### src/rtl/sobel_window_feeder_pkg.sv
// Shared constants and helpers for the Sobel pixel-feed path.
// Pixel type, default image geometry and line-slot arithmetic.
package sobel_window_feeder_pkg;

   localparam int PIXEL_WIDTH     = 8;
   localparam int IMG_WIDTH_DFLT  = 16;
   localparam int IMG_HEIGHT_DFLT = 16;

   typedef logic [PIXEL_WIDTH-1:0] pixel_t;

   // (a + b) mod 3 for line-buffer slot indices
   function automatic logic [1:0] slot_add(
      input logic [1:0] a,
      input logic [1:0] b
   );
      logic [2:0] s;
      s = {1'b0, a} + {1'b0, b};
      return (s >= 3'd3) ? 2'(s - 3'd3) : s[1:0];
   endfunction

endpackage

### src/rtl/sobel_window_feeder_if.sv
// Pixel stream bundle: raster input handshake plus Sobel output stream.
// master = feeder side, slave = the surrounding producer/consumer.
interface sobel_window_feeder_if
   import sobel_window_feeder_pkg::*;
();

   logic   in_valid_i;
   pixel_t in_px_i;
   logic   in_ready_o;
   logic   start_sobel_o;
   logic   px_rdy_o;
   pixel_t out_px_o;

   modport master (
      input  in_valid_i,
      input  in_px_i,
      output in_ready_o,
      output start_sobel_o,
      output px_rdy_o,
      output out_px_o
   );

   modport slave (
      output in_valid_i,
      output in_px_i,
      input  in_ready_o,
      input  start_sobel_o,
      input  px_rdy_o,
      input  out_px_o
   );

endinterface

### src/rtl/sobel_line_buffer.sv
// Three-line pixel store: one write port, one combinational read port.
// Slots are addressed 0..2; slot 3 never occurs and reads as zero.
module sobel_line_buffer
   import sobel_window_feeder_pkg::*;
#(
   parameter int IMG_WIDTH = IMG_WIDTH_DFLT
)(
   input  logic                         clk_i,
   input  logic                         nreset_i,
   input  logic                         we,
   input  logic [1:0]                   wr_slot,
   input  logic [$clog2(IMG_WIDTH)-1:0] wr_col,
   input  pixel_t                       wr_px,
   input  logic [1:0]                   rd_slot,
   input  logic [$clog2(IMG_WIDTH)-1:0] rd_col,
   output pixel_t                       rd_px
);

   pixel_t mem [3][IMG_WIDTH];

   always_ff @(posedge clk_i or negedge nreset_i) begin
      if (!nreset_i) begin
         for (int s = 0; s < 3; s++) begin
            for (int c = 0; c < IMG_WIDTH; c++) begin
               mem[s][c] <= '0;
            end
         end
      end else if (we && wr_slot != 2'd3) begin
         mem[wr_slot][wr_col] <= wr_px;
      end
   end

   always_comb begin
      rd_px = '0;
      if (rd_slot != 2'd3) begin
         rd_px = mem[rd_slot][rd_col];
      end
   end

endmodule

### src/rtl/sobel_window_feeder.sv
// Turns a raster grayscale frame into per-row column-triple streams
// for the Sobel window, using a rotating three-line buffer.
module sobel_window_feeder
   import sobel_window_feeder_pkg::*;
#(
   parameter int IMG_WIDTH  = IMG_WIDTH_DFLT,
   parameter int IMG_HEIGHT = IMG_HEIGHT_DFLT,
   parameter int GAP_CYCLES = 2
)(
   input  logic                  clk_i,
   input  logic                  nreset_i,
   input  logic                  start_frame_i,
   sobel_window_feeder_if.master px_if,
   output logic                  busy_o,
   output logic                  frame_done_o
);

   localparam int CW = $clog2(IMG_WIDTH);
   localparam int RW = $clog2(IMG_HEIGHT + 1);
   localparam int GW = $clog2(GAP_CYCLES + 1);

   localparam logic [CW-1:0] COL_LAST = CW'(IMG_WIDTH - 1);
   localparam logic [RW-1:0] ROW_LAST = RW'(IMG_HEIGHT);
   localparam logic [RW-1:0] ROW_PRE  = RW'(2);
   localparam logic [GW-1:0] GAP_LAST = GW'(GAP_CYCLES - 1);
   localparam logic [GW-1:0] GAP_MAX  = GW'(GAP_CYCLES);

   typedef enum logic [2:0] {
      IDLE,
      FILL,
      STREAM,
      REFILL,
      DONE
   } state_t;

   state_t        state;
   logic [CW-1:0] col;
   logic [RW-1:0] row_in;
   logic [1:0]    top;
   logic [1:0]    lane;
   logic [CW-1:0] scol;
   logic [GW-1:0] gap;
   logic          rfull;

   logic          xfer;
   logic          col_end;
   logic          full_now;
   logic          last_px;
   logic [1:0]    nxt_lane;
   logic [CW-1:0] nxt_scol;
   logic [1:0]    wr_slot;
   logic [1:0]    rd_slot;
   logic [CW-1:0] rd_col;
   pixel_t        rd_px;

   assign xfer     = px_if.in_valid_i & px_if.in_ready_o;
   assign col_end  = (col == COL_LAST);
   assign full_now = rfull | (xfer & col_end);
   assign last_px  = (lane == 2'd2) && (scol == COL_LAST);

   // Read address is the pixel that goes out on the next cycle
   always_comb begin
      nxt_lane = lane + 2'd1;
      nxt_scol = scol;
      if (lane == 2'd2) begin
         nxt_lane = 2'd0;
         nxt_scol = scol + 1'b1;
      end
      wr_slot = (state == FILL) ? row_in[1:0] : top;
      rd_slot = slot_add(top, nxt_lane);
      rd_col  = nxt_scol;
      if (state == REFILL) begin
         rd_slot = slot_add(top, 2'd1);
         rd_col  = '0;
      end else if (state != STREAM) begin
         rd_slot = top;
         rd_col  = '0;
      end
   end

   sobel_line_buffer #(
      .IMG_WIDTH (IMG_WIDTH)
   ) u_lbuf (
      .clk_i    (clk_i),
      .nreset_i (nreset_i),
      .we       (xfer),
      .wr_slot  (wr_slot),
      .wr_col   (col),
      .wr_px    (px_if.in_px_i),
      .rd_slot  (rd_slot),
      .rd_col   (rd_col),
      .rd_px    (rd_px)
   );

   always_ff @(posedge clk_i or negedge nreset_i) begin
      if (!nreset_i) begin
         state               <= IDLE;
         col                 <= '0;
         row_in              <= '0;
         top                 <= '0;
         lane                <= '0;
         scol                <= '0;
         gap                 <= '0;
         rfull               <= 1'b0;
         busy_o              <= 1'b0;
         frame_done_o        <= 1'b0;
         px_if.in_ready_o    <= 1'b0;
         px_if.start_sobel_o <= 1'b0;
         px_if.px_rdy_o      <= 1'b0;
         px_if.out_px_o      <= '0;
      end else begin
         unique case (state)
            IDLE: begin
               if (start_frame_i) begin
                  state            <= FILL;
                  busy_o           <= 1'b1;
                  px_if.in_ready_o <= 1'b1;
                  row_in           <= '0;
                  col              <= '0;
                  top              <= '0;
               end
            end
            FILL: begin
               if (xfer) begin
                  col <= col_end ? '0 : col + 1'b1;
                  if (col_end) begin
                     row_in <= row_in + 1'b1;
                  end
                  if (col_end && row_in == ROW_PRE) begin
                     state               <= STREAM;
                     px_if.in_ready_o    <= 1'b0;
                     px_if.start_sobel_o <= 1'b1;
                     px_if.px_rdy_o      <= 1'b1;
                     px_if.out_px_o      <= rd_px;
                     lane                <= '0;
                     scol                <= '0;
                  end
               end
            end
            STREAM: begin
               if (last_px) begin
                  px_if.start_sobel_o <= 1'b0;
                  px_if.px_rdy_o      <= 1'b0;
                  if (row_in == ROW_LAST) begin
                     state        <= DONE;
                     frame_done_o <= 1'b1;
                  end else begin
                     state            <= REFILL;
                     px_if.in_ready_o <= 1'b1;
                     col              <= '0;
                     gap              <= '0;
                     rfull            <= 1'b0;
                  end
               end else begin
                  lane           <= nxt_lane;
                  scol           <= nxt_scol;
                  px_if.out_px_o <= rd_px;
               end
            end
            REFILL: begin
               if (gap != GAP_MAX) begin
                  gap <= gap + 1'b1;
               end
               if (xfer) begin
                  col <= col_end ? '0 : col + 1'b1;
                  if (col_end) begin
                     rfull <= 1'b1;
                  end
               end
               if (full_now && gap >= GAP_LAST) begin
                  state               <= STREAM;
                  top                 <= slot_add(top, 2'd1);
                  row_in              <= row_in + 1'b1;
                  px_if.in_ready_o    <= 1'b0;
                  px_if.start_sobel_o <= 1'b1;
                  px_if.px_rdy_o      <= 1'b1;
                  px_if.out_px_o      <= rd_px;
                  lane                <= '0;
                  scol                <= '0;
               end else if (full_now) begin
                  px_if.in_ready_o <= 1'b0;
               end
            end
            DONE: begin
               state        <= IDLE;
               frame_done_o <= 1'b0;
               busy_o       <= 1'b0;
            end
            default: begin
               state <= IDLE;
            end
         endcase
      end
   end

endmodule
### src/flat_wrapper.sv
// flat-port wrapper written by rule: the top's interface ports become plain ports
module sobel_window_feeder_flat import sobel_window_feeder_pkg::*;
#(
   parameter int IMG_WIDTH  = IMG_WIDTH_DFLT,
   parameter int IMG_HEIGHT = IMG_HEIGHT_DFLT,
   parameter int GAP_CYCLES = 2
)
  (clk_i, nreset_i, start_frame_i, busy_o, frame_done_o, px_if_in_valid_i, px_if_in_px_i, px_if_in_ready_o, px_if_start_sobel_o, px_if_px_rdy_o, px_if_out_px_o);
  sobel_window_feeder_if px_if_i ();
  input  logic clk_i;
  input  logic nreset_i;
  input  logic start_frame_i;
  output logic busy_o;
  output logic frame_done_o;
  input wire logic [$bits(px_if_i.in_valid_i)-1:0] px_if_in_valid_i;
  input wire logic [$bits(px_if_i.in_px_i)-1:0] px_if_in_px_i;
  output wire logic [$bits(px_if_i.in_ready_o)-1:0] px_if_in_ready_o;
  output wire logic [$bits(px_if_i.start_sobel_o)-1:0] px_if_start_sobel_o;
  output wire logic [$bits(px_if_i.px_rdy_o)-1:0] px_if_px_rdy_o;
  output wire logic [$bits(px_if_i.out_px_o)-1:0] px_if_out_px_o;
  assign px_if_i.in_valid_i = px_if_in_valid_i;
  assign px_if_i.in_px_i = px_if_in_px_i;
  assign px_if_in_ready_o = px_if_i.in_ready_o;
  assign px_if_start_sobel_o = px_if_i.start_sobel_o;
  assign px_if_px_rdy_o = px_if_i.px_rdy_o;
  assign px_if_out_px_o = px_if_i.out_px_o;
  sobel_window_feeder #(.IMG_WIDTH(IMG_WIDTH), .IMG_HEIGHT(IMG_HEIGHT), .GAP_CYCLES(GAP_CYCLES)) u_core (.clk_i(clk_i), .nreset_i(nreset_i), .start_frame_i(start_frame_i), .px_if(px_if_i), .busy_o(busy_o), .frame_done_o(frame_done_o));
endmodule
### config.mk
export PLATFORM = sky130hd
export DESIGN_NAME = sobel_window_feeder_flat
export DESIGN_NICKNAME = d
export VERILOG_FILES = /design/src/rtl/sobel_window_feeder_pkg.sv /design/src/rtl/sobel_window_feeder_if.sv /design/src/rtl/sobel_line_buffer.sv /design/src/rtl/sobel_window_feeder.sv /design/src/flat_wrapper.sv
export SDC_FILE = /design/constraint.sdc
export NUM_CORES = 1
export LEC_CHECK = 0
export CAP_MARGIN = 20
export CORE_UTILIZATION = 39
export CTS_CLUSTER_SIZE = 16
export DETAILED_ROUTE_END_ITERATION = 7
export GPL_ROUTABILITY_DRIVEN = 0
export GPL_TIMING_DRIVEN = 0
export MAX_ROUTING_LAYER = met4
export PLACE_DENSITY = 0.65
export SETUP_SLACK_MARGIN = 0.5
export SKIP_LAST_GASP = 1
export SYNTH_ARGS = -nofsm -noshare
export SYNTH_HDL_FRONTEND = slang
export SYNTH_SLANG_ARGS = --single-unit
export TNS_END_PERCENT = 100
### constraint.sdc
create_clock -name clk_i -period 3.7 [get_ports clk_i]
set_input_delay 0.37 -clock clk_i [delete_from_list [all_inputs] [get_ports clk_i]]
set_output_delay 0.37 -clock clk_i [all_outputs]
set_load 0.02 [all_outputs]
* Word-level counts from Yosys, hierarchy flattened
Cells that the tools add are included.
** Storage, ports and cells
- Register bits after elaboration :: 419
** Cells by class
- Bitwise operators :: 7
- Order comparisons :: 9
- Multiplexer cells :: 83
- Add/sub/neg operators :: 9
- Reductions and logical operators :: 27
- Equality and inequality tests :: 27
** Operator list (number)
- bitwise mux 384 bit :: 1
- two-way mux 128 bit :: 3
- binary-select mux 128 bit (select 2 bit) :: 1
- demux 128 bit (select 2 bit) :: 1
- two-way mux 8 bit :: 8
- two-way mux 4 bit :: 12
- binary-select mux 8 bit (select 4 bit) :: 1
- demux 8 bit (select 4 bit) :: 1
- two-way mux 2 bit :: 15
- AND reduction 5 bit :: 6
- one-hot mux 4 bit (3 select lines) :: 2
- one-hot mux 8 bit (3 select lines) :: 1
- inequality test 2 bit, second input constant :: 11
- two-way mux 5 bit :: 4
- two-way mux 3 bit :: 6
- two-way mux 1 bit :: 17
- one-hot mux 5 bit (3 select lines) :: 1
- one-hot mux 3 bit (4 select lines) :: 1
- greater-or-equal comparator 5 bit, second input constant :: 2
- inequality test 2 x 1 -> 1 bit, second input constant :: 5
- NOT 4 -> 5 bit :: 2
- nonzero test 3 bit :: 3
- adder 4 x 1 -> 4 bit, second input constant :: 2
- equality test 4 bit, second input constant :: 2
- 34 further kinds :: 54

* Logic depth before layout (Yosys ltp)
- Word-level depth :: 18
- Mapped depth :: 14
- Depth with buffers taken out :: 12

* By module
From an unflattened synthesis, not the netlist that was laid out.
** Unflattened totals
- Cell total of the unflattened synthesis :: 1623
- Area, all modules :: 19941.6 um2
** By module, submodules not included
- sobel_line_buffer :: sequential area each 9609.2 um2, times used 1, area each 17780.8 um2, cells an instance 1406
- sobel_window_feeder :: sequential area each 875.8 um2, times used 1, area each 2160.8 um2, cells an instance 217

* Least setup slack after synthesis
OpenSTA, ideal clock, no wires.
- Path kind :: reg2reg
- From :: reg u_core.lane[1]
- To :: reg u_core.px_if.out_px_o[0]
- Stages on the path, launching flop included :: 14
- Period minus slack after synthesis :: 3.349 ns
- Data required time :: 3.563 ns
- Arrival :: 3.212 ns
- Library setup time :: 0.137 ns
- Path slack :: 0.351 ns
- Path buffers :: 2
- Path through :: dfrtp_1 nor2_1 ha_1 fa_1 ha_1 or3_1 o211ai_1 and2b_4 buf_6 buf_4 a31oi_1 a221o_1 a222oi_1 o31ai_1
** Between the ends
- Word-level cells in the longest chain between the ends :: 18
- Elaborated cells between the ends (all ways) :: 30
- Those cells by class :: 3 x add/sub; 1 x order compare; 3 x eq/ne; 19 x mux; 2 x bitwise; 2 x reduce/logical
** RTL lines
- start: declaration :: RTL line sobel_window_feeder.sv:40 : logic [1:0] lane;
- start signal: assignment :: RTL line sobel_window_feeder.sv:155 : lane <= nxt_lane;
- adder 2 x 1 -> 2 bit / equality test 2 bit (equally long branches) :: RTL line sobel_window_feeder.sv:63, sobel_window_feeder.sv:59, sobel_window_feeder.sv:65
- two-way mux 2 bit :: RTL line sobel_window_feeder.sv:65 : if (lane == 2'd2) begin
- adder 2 x 2 -> 3 bit :: RTL line sobel_window_feeder_pkg.sv:17 : s = {1'b0, a} + {1'b0, b};
- greater-or-equal comparator 3 x 2 -> 1 bit / subtractor 2 bit (equally long branches) :: RTL line sobel_window_feeder_pkg.sv:18 : return (s >= 3'd3) ? 2'(s - 3'd3) : s[1:0];
- two-way mux 2 bit :: RTL line sobel_window_feeder_pkg.sv:18
- two-way mux 2 bit :: RTL line sobel_window_feeder.sv:75 : end else if (state != STREAM) begin
- two-way mux 2 bit :: RTL line sobel_window_feeder.sv:72 : if (state == REFILL) begin
- NOT 2 -> 3 bit (implied by the code) :: RTL line sobel_line_buffer.sv:36 : rd_px = mem[rd_slot][rd_col];
- binary-select mux 128 bit (select 2 bit) :: RTL line sobel_line_buffer.sv:36
- two-way mux 128 bit (implied by the code) (2 in series) :: RTL line sobel_line_buffer.sv:36
- binary-select mux 8 bit (select 4 bit) :: RTL line sobel_line_buffer.sv:36
- two-way mux 8 bit (implied by the code) (2 in series) :: RTL line sobel_line_buffer.sv:36
- two-way mux 8 bit :: RTL line sobel_line_buffer.sv:35 : if (rd_slot != 2'd3) begin
- two-way mux 8 bit :: RTL line sobel_window_feeder.sv:129 : if (col_end && row_in == ROW_PRE) begin
- two-way mux 8 bit :: RTL line sobel_window_feeder.sv:124 : if (xfer) begin
- one-hot mux 8 bit (3 select lines) :: RTL line sobel_window_feeder.sv:112 : unique case (state)
- end signal: assignment :: RTL line sobel_window_feeder.sv:134 : px_if.out_px_o <= rd_px;
- end signal: assignment :: RTL line sobel_window_feeder.sv:157 : px_if.out_px_o <= rd_px;
- end signal: assignment :: RTL line sobel_window_feeder.sv:177 : px_if.out_px_o <= rd_px;
- end: declaration :: RTL line sobel_window_feeder_if.sv:20 : output out_px_o
Parallel ways exist; a longest one is shown, timed or not. The select of a mux whose other input is x is not followed.
A chain may end at the register's enable or synchronous reset.

* Worst setup path in the final report
- From :: reg u_core.lane[0]
- To :: reg u_core.px_if.out_px_o[3]
Same word-level chain as after synthesis.

==> results.md <==
- The total global-route track usage is 0.284.
- The number of vias after detailed routing is 15,500.
- The adder-cell area share of the yosys netlist is 0.00914.
- Across all register-to-register paths, the minimum setup slack is -0.29 ns.
- The number of antenna violations at the first check in global routing is 3.
- The checks that failed: setup timing.
- The average cell area after synthesis is 11.7 µm².
- Of the total synthesized cell area, the portion taken by XOR and XNOR cells is 0.00344.
- At the worst endpoint, the required time is 4.14 ns.
- The detailed-placement wirelength estimate is 49.5 mm.
- Dividing the detail-routed via count by the number of cells gives 6.19.
- In the post-route analysis, the smallest setup slack over all paths is -0.287 ns.
- The detailed router finished its first iteration with 2,179 violations.
- The transition time at the pin with the least slew margin is 1.17 ns.
- The met1 wire length is 28.6 mm.
- The design draws 19,000 µW.
- The upper clock frequency limit is 0.251 GHz.
- Dividing the detail-routed wire length by the instance count gives 28.7 µm.
- The detailed router used layers up to and including met4.
- The clock drives 419 sinks.
- The synthesized net count is 1,733.
- No sink is reached through more buffers than the 3 on the longest clock path.
- The chip height is 228 µm.
- The via count of the first global-routing pass is 15,300.
- The total count of hold-check failures in the final report is 0.
- After synthesis, the netlist uses 72 different library cells.
- The worst-case clock skew is 0.0194 ns.
- The reported max-cap violation count is 0.
- The most common library cell in the layout ignoring fill and taps is sky130_fd_sc_hd__dfrtp_1.
- The portion of synthesized area spent on multiplexers is 0.241.
- The number of cells on the worst reg-to-reg path is 13.
- By area, the combinational part of the netlist is dominated by multiplexers.
- The routed design uses 7.88 mm of met3 wire.
- Setup repair after global routing could not meet its margin everywhere.
- The type of origin of the critical path is a flop.
- In this run, synthesis produced a sequential element count of 419.
- Counting stages on the worst path, the most repeated cell is sky130_fd_sc_hd__buf_12.
- The endpoint of the lowest-slack register-to-register path is u_core.px_if.out_px_o[3].
- In the routed design, unresolved DRC markers number 0.
- The final max-slew violation count is 0.
- The worst-path maximum fanout is 7.
- The cell area after synthesis is 20,000 µm².
- In the synthesized netlist the dominant register cell turns out to be sky130_fd_sc_hd__dfrtp_1.
- The number of flops mapped to enable cells by yosys is 0.
- The clock network latency to the later pin of the worst-skew pair is 0.59 ns.
- The multi-input combinational cells in the finished layout cover a total of 9230 µm².
- The initial utilization of the core area, before any placement, comes to 0.397.
- In this run the critical register-to-register path is launched from u_core.lane[0].
- For this run, the post-layout net count is 1,822.
- The number of ports placed on the die boundary is 25.
- In this run the static leakage power is 0.0105 µW.
- The H-tree depth reported by CTS is 2.
- The area added between synthesis and finish is 16.1%.
- The library cell used as clock root buffer is sky130_fd_sc_hd__clkbuf_16.
- STA puts the critical path data arrival time at 4.43 ns.
- Counting every instance in the synthesized netlist gives 1,707.
- The die outline area is 52,100 µm².
- The most critical setup path has its startpoint at u_core.lane[0].
- The slowest library cell on the worst path is sky130_fd_sc_hd__a222oi_1.
- The leftover overflow at the end of global routing is 0.
- The number of rows in the core area is 82.
- In this run the power density over the cells is 821 nW/µm².
- After detailed routing, the met2 layer carries 31.3 mm of wire.
- The die is 228 µm wide.
- Of the cells placed in the final design, the portion with a size suffix greater than 1 is 0.342.
- In the finished design, the share of the clock period the worst path needs comes to 1.08.
- The count of port buffers added during placement is 16.
- The CTS buffer count is 44.
- Subtracting the final worst setup slack from the clock period gives 3.99 ns.
- Counting flops with an async set or reset pin after synthesis yields a share of 1.00.
- Across the whole layout, storage elements account for 10,500 µm².
- The number of warnings printed during yosys synthesis is 0.
- The share of the synthesized area in compound gates (AO/OA/AOI/OAI) was 0.0833.
- The number of optimization iterations in the first detailed-route pass is 8.
- The count of cells along the worst hold path is 2.
- The count of endpoints failing setup in the final report is 8.
- The wire length of the first global-routing pass is 106 mm.
- The library cells used most frequently in the layout, excluding fill and tap cells, are 418 x sky130_fd_sc_hd__dfrtp_1, 387 x sky130_fd_sc_hd__mux2_2, 279 x sky130_fd_sc_hd__nand2_1.
- In this run the remaining antenna-violating nets after routing total 0.
- For this run, the register share of the synthesized area comes to 0.525.
- The largest total area in the synthesized netlist belongs to sky130_fd_sc_hd__dfrtp_1.
- The startpoint-to-endpoint class of the critical path is reg2reg.
- The delay of the slowest cell on the worst path is 0.55 ns.
- The synthesized-area fraction occupied by and/or/nand/nor cells is 0.109.
- Entering global routing, the biggest net connects 122 pins.
- By area the synthesized netlist is led by sky130_fd_sc_hd__dfrtp_1 52%, sky130_fd_sc_hd__mux2_2 22%, sky130_fd_sc_hd__nand2_1 5.3%.
- Traced cell by cell, the critical path runs through nor2_2 > ha_2 > fa_2 > ha_4 > or3_4 > o211ai_1 > and2b_4 > buf_12 > buf_12 > a32oi_1 > a22o_1 > a222oi_1 > o31ai_1.
- The worst hold margin is 0.299 ns.
- The portion of synthesized cell area occupied by the leading cell type is 0.525.
- The count of fill cells added during filler insertion is 4,531.
- The worst hold path belongs to the class in2reg.
- The clock transition at the registers of the reported paths is 0.07 ns.
- TritonCTS built the clock tree.
- The worst-case IR drop observed on VDD is 452 µV.
- The endpoint kind of the worst setup timing path is a flop.
- The core region is 50,400 µm².
- In this run the worst setup path terminates at u_core.px_if.out_px_o[3].
- Headroom to the max-slew limit came out at 0.218.
- The flow ran to the end, but the final reports show violations.
- The total wirelength of the detailed-routed design is 71.8 mm.
==> sequential cells by signal, summed over array words and instances (netlist names) <==
signal / flops
u_core.rfull: 1
u_core.frame_done_o: 1
u_core.state: 3
u_core.u_lbuf.mem: 384
u_core.gap: 2
u_core.row_in: 5
u_core.px_if.start_sobel_o: 1
u_core.col: 4
u_core.lane: 2
u_core.px_if.in_ready_o: 1
u_core.scol: 4
u_core.px_if.out_px_o: 8
u_core.top: 2
u_core.busy_o: 1
==> power by group <==
part	switching (µW)	leakage [µW]	internal (µW)
registers	363	0.00575	5110
clock network	1910	0.000723	2650
logic	5900	0.00399	3110
total	8170	0.0105	10900
==> what timing repair did <==
action	CTS	global route
setup endpoints to repair	8	168
setup buffers	16	5
gates cloned	0	0
hold endpoints to repair	89	0
gates resized for setup	82	17
hold buffers	1	0
pin swaps	22	13
==> worst max-delay path: cells and delay by family (launching register included) <==
family,cells,cell delay [ns]
buffers and inverters,2,0.26
AND/OR/NAND/NOR,3,0.75
AO/OA/AOI/OAI,5,1.54
adder cells (fa/ha/maj),3,0.87
flip-flops,1,0.42
==> cell families after synthesis <==
logic type / after synthesis
and+or+nand+nor: 484
muxes: 433
DFF: 419
AOI/OAI and AO/OA: 223
buffers and inverters: 127
adders and majority gates: 14
xor gates and xnor gates: 7
==> per-stage QoR <==
| step | std cells | utilization | area (µm²) | setup WS, ns | TNS (ns) |
|---|---|---|---|---|---|
| 6_report | 2503 | 0.461 | 23200 | -0.287 | -1.55 |
| 3_5_place_dp | 2399 | 0.419 | 21100 | -0.636 | -4.05 |
| 4_1_cts | 2495 | 0.458 | 23100 | -0.159 | -0.590 |
| 5_1_grt | 2501 | 0.460 | 23200 | -0.337 | -2.38 |
| 3_3_place_gp | 2395 | 0.417 | 21000 | -15.84 | -6616.80 |
| 2_1_floorplan | 1707 | - | 20000 | 0.428 | 0 |
==> cell usage after synthesis, drive strengths merged (12+ instances only) <==
cell type / n
a21oi: 24
a221oi: 19
a31oi: 51
a32oi: 21
and3: 13
buf: 54
clkbuf: 61
dfrtp: 419
ha: 13
inv: 12
mux2: 387
mux2i: 46
nand2: 281
nand3: 61
nor2: 80
nor3: 13
o21ai: 34
==> worst min path at each step <==
stage,startpoint,endpoint,slack [ns]
after CTS,nreset_i,u_core.scol[3],0.42
final,px_if_in_px_i[7],u_core.u_lbuf.mem[175],0.30
after global placement,u_core.u_lbuf.mem[134],u_core.u_lbuf.mem[134],0.49
after detailed placement,nreset_i,u_core.scol[3],0.43
after global routing,px_if_in_px_i[7],u_core.u_lbuf.mem[175],0.28
after floorplan,nreset_i,u_core.busy_o,0.07
==> final cells by class <==
type,count,area share
Inverter,12,0.00194
Tap cell,672,0.0362
Sequential cell,419,0.452
Buffer,115,0.0290
Timing Repair Buffer,43,0.0201
Clock buffer,66,0.0563
Antenna cell,2,0.000216
Clock inverter,13,0.00653
Multi-Input combinational cell,1161,0.398
==> metal layers <==
layer  global-route usage  vias up
li1                     -     6322
met1                0.371     7961
met2                0.413      977
met3               0.0696      236
met4                0.138        0
met5                    -        -
Power figures use the tool's default switching activity.
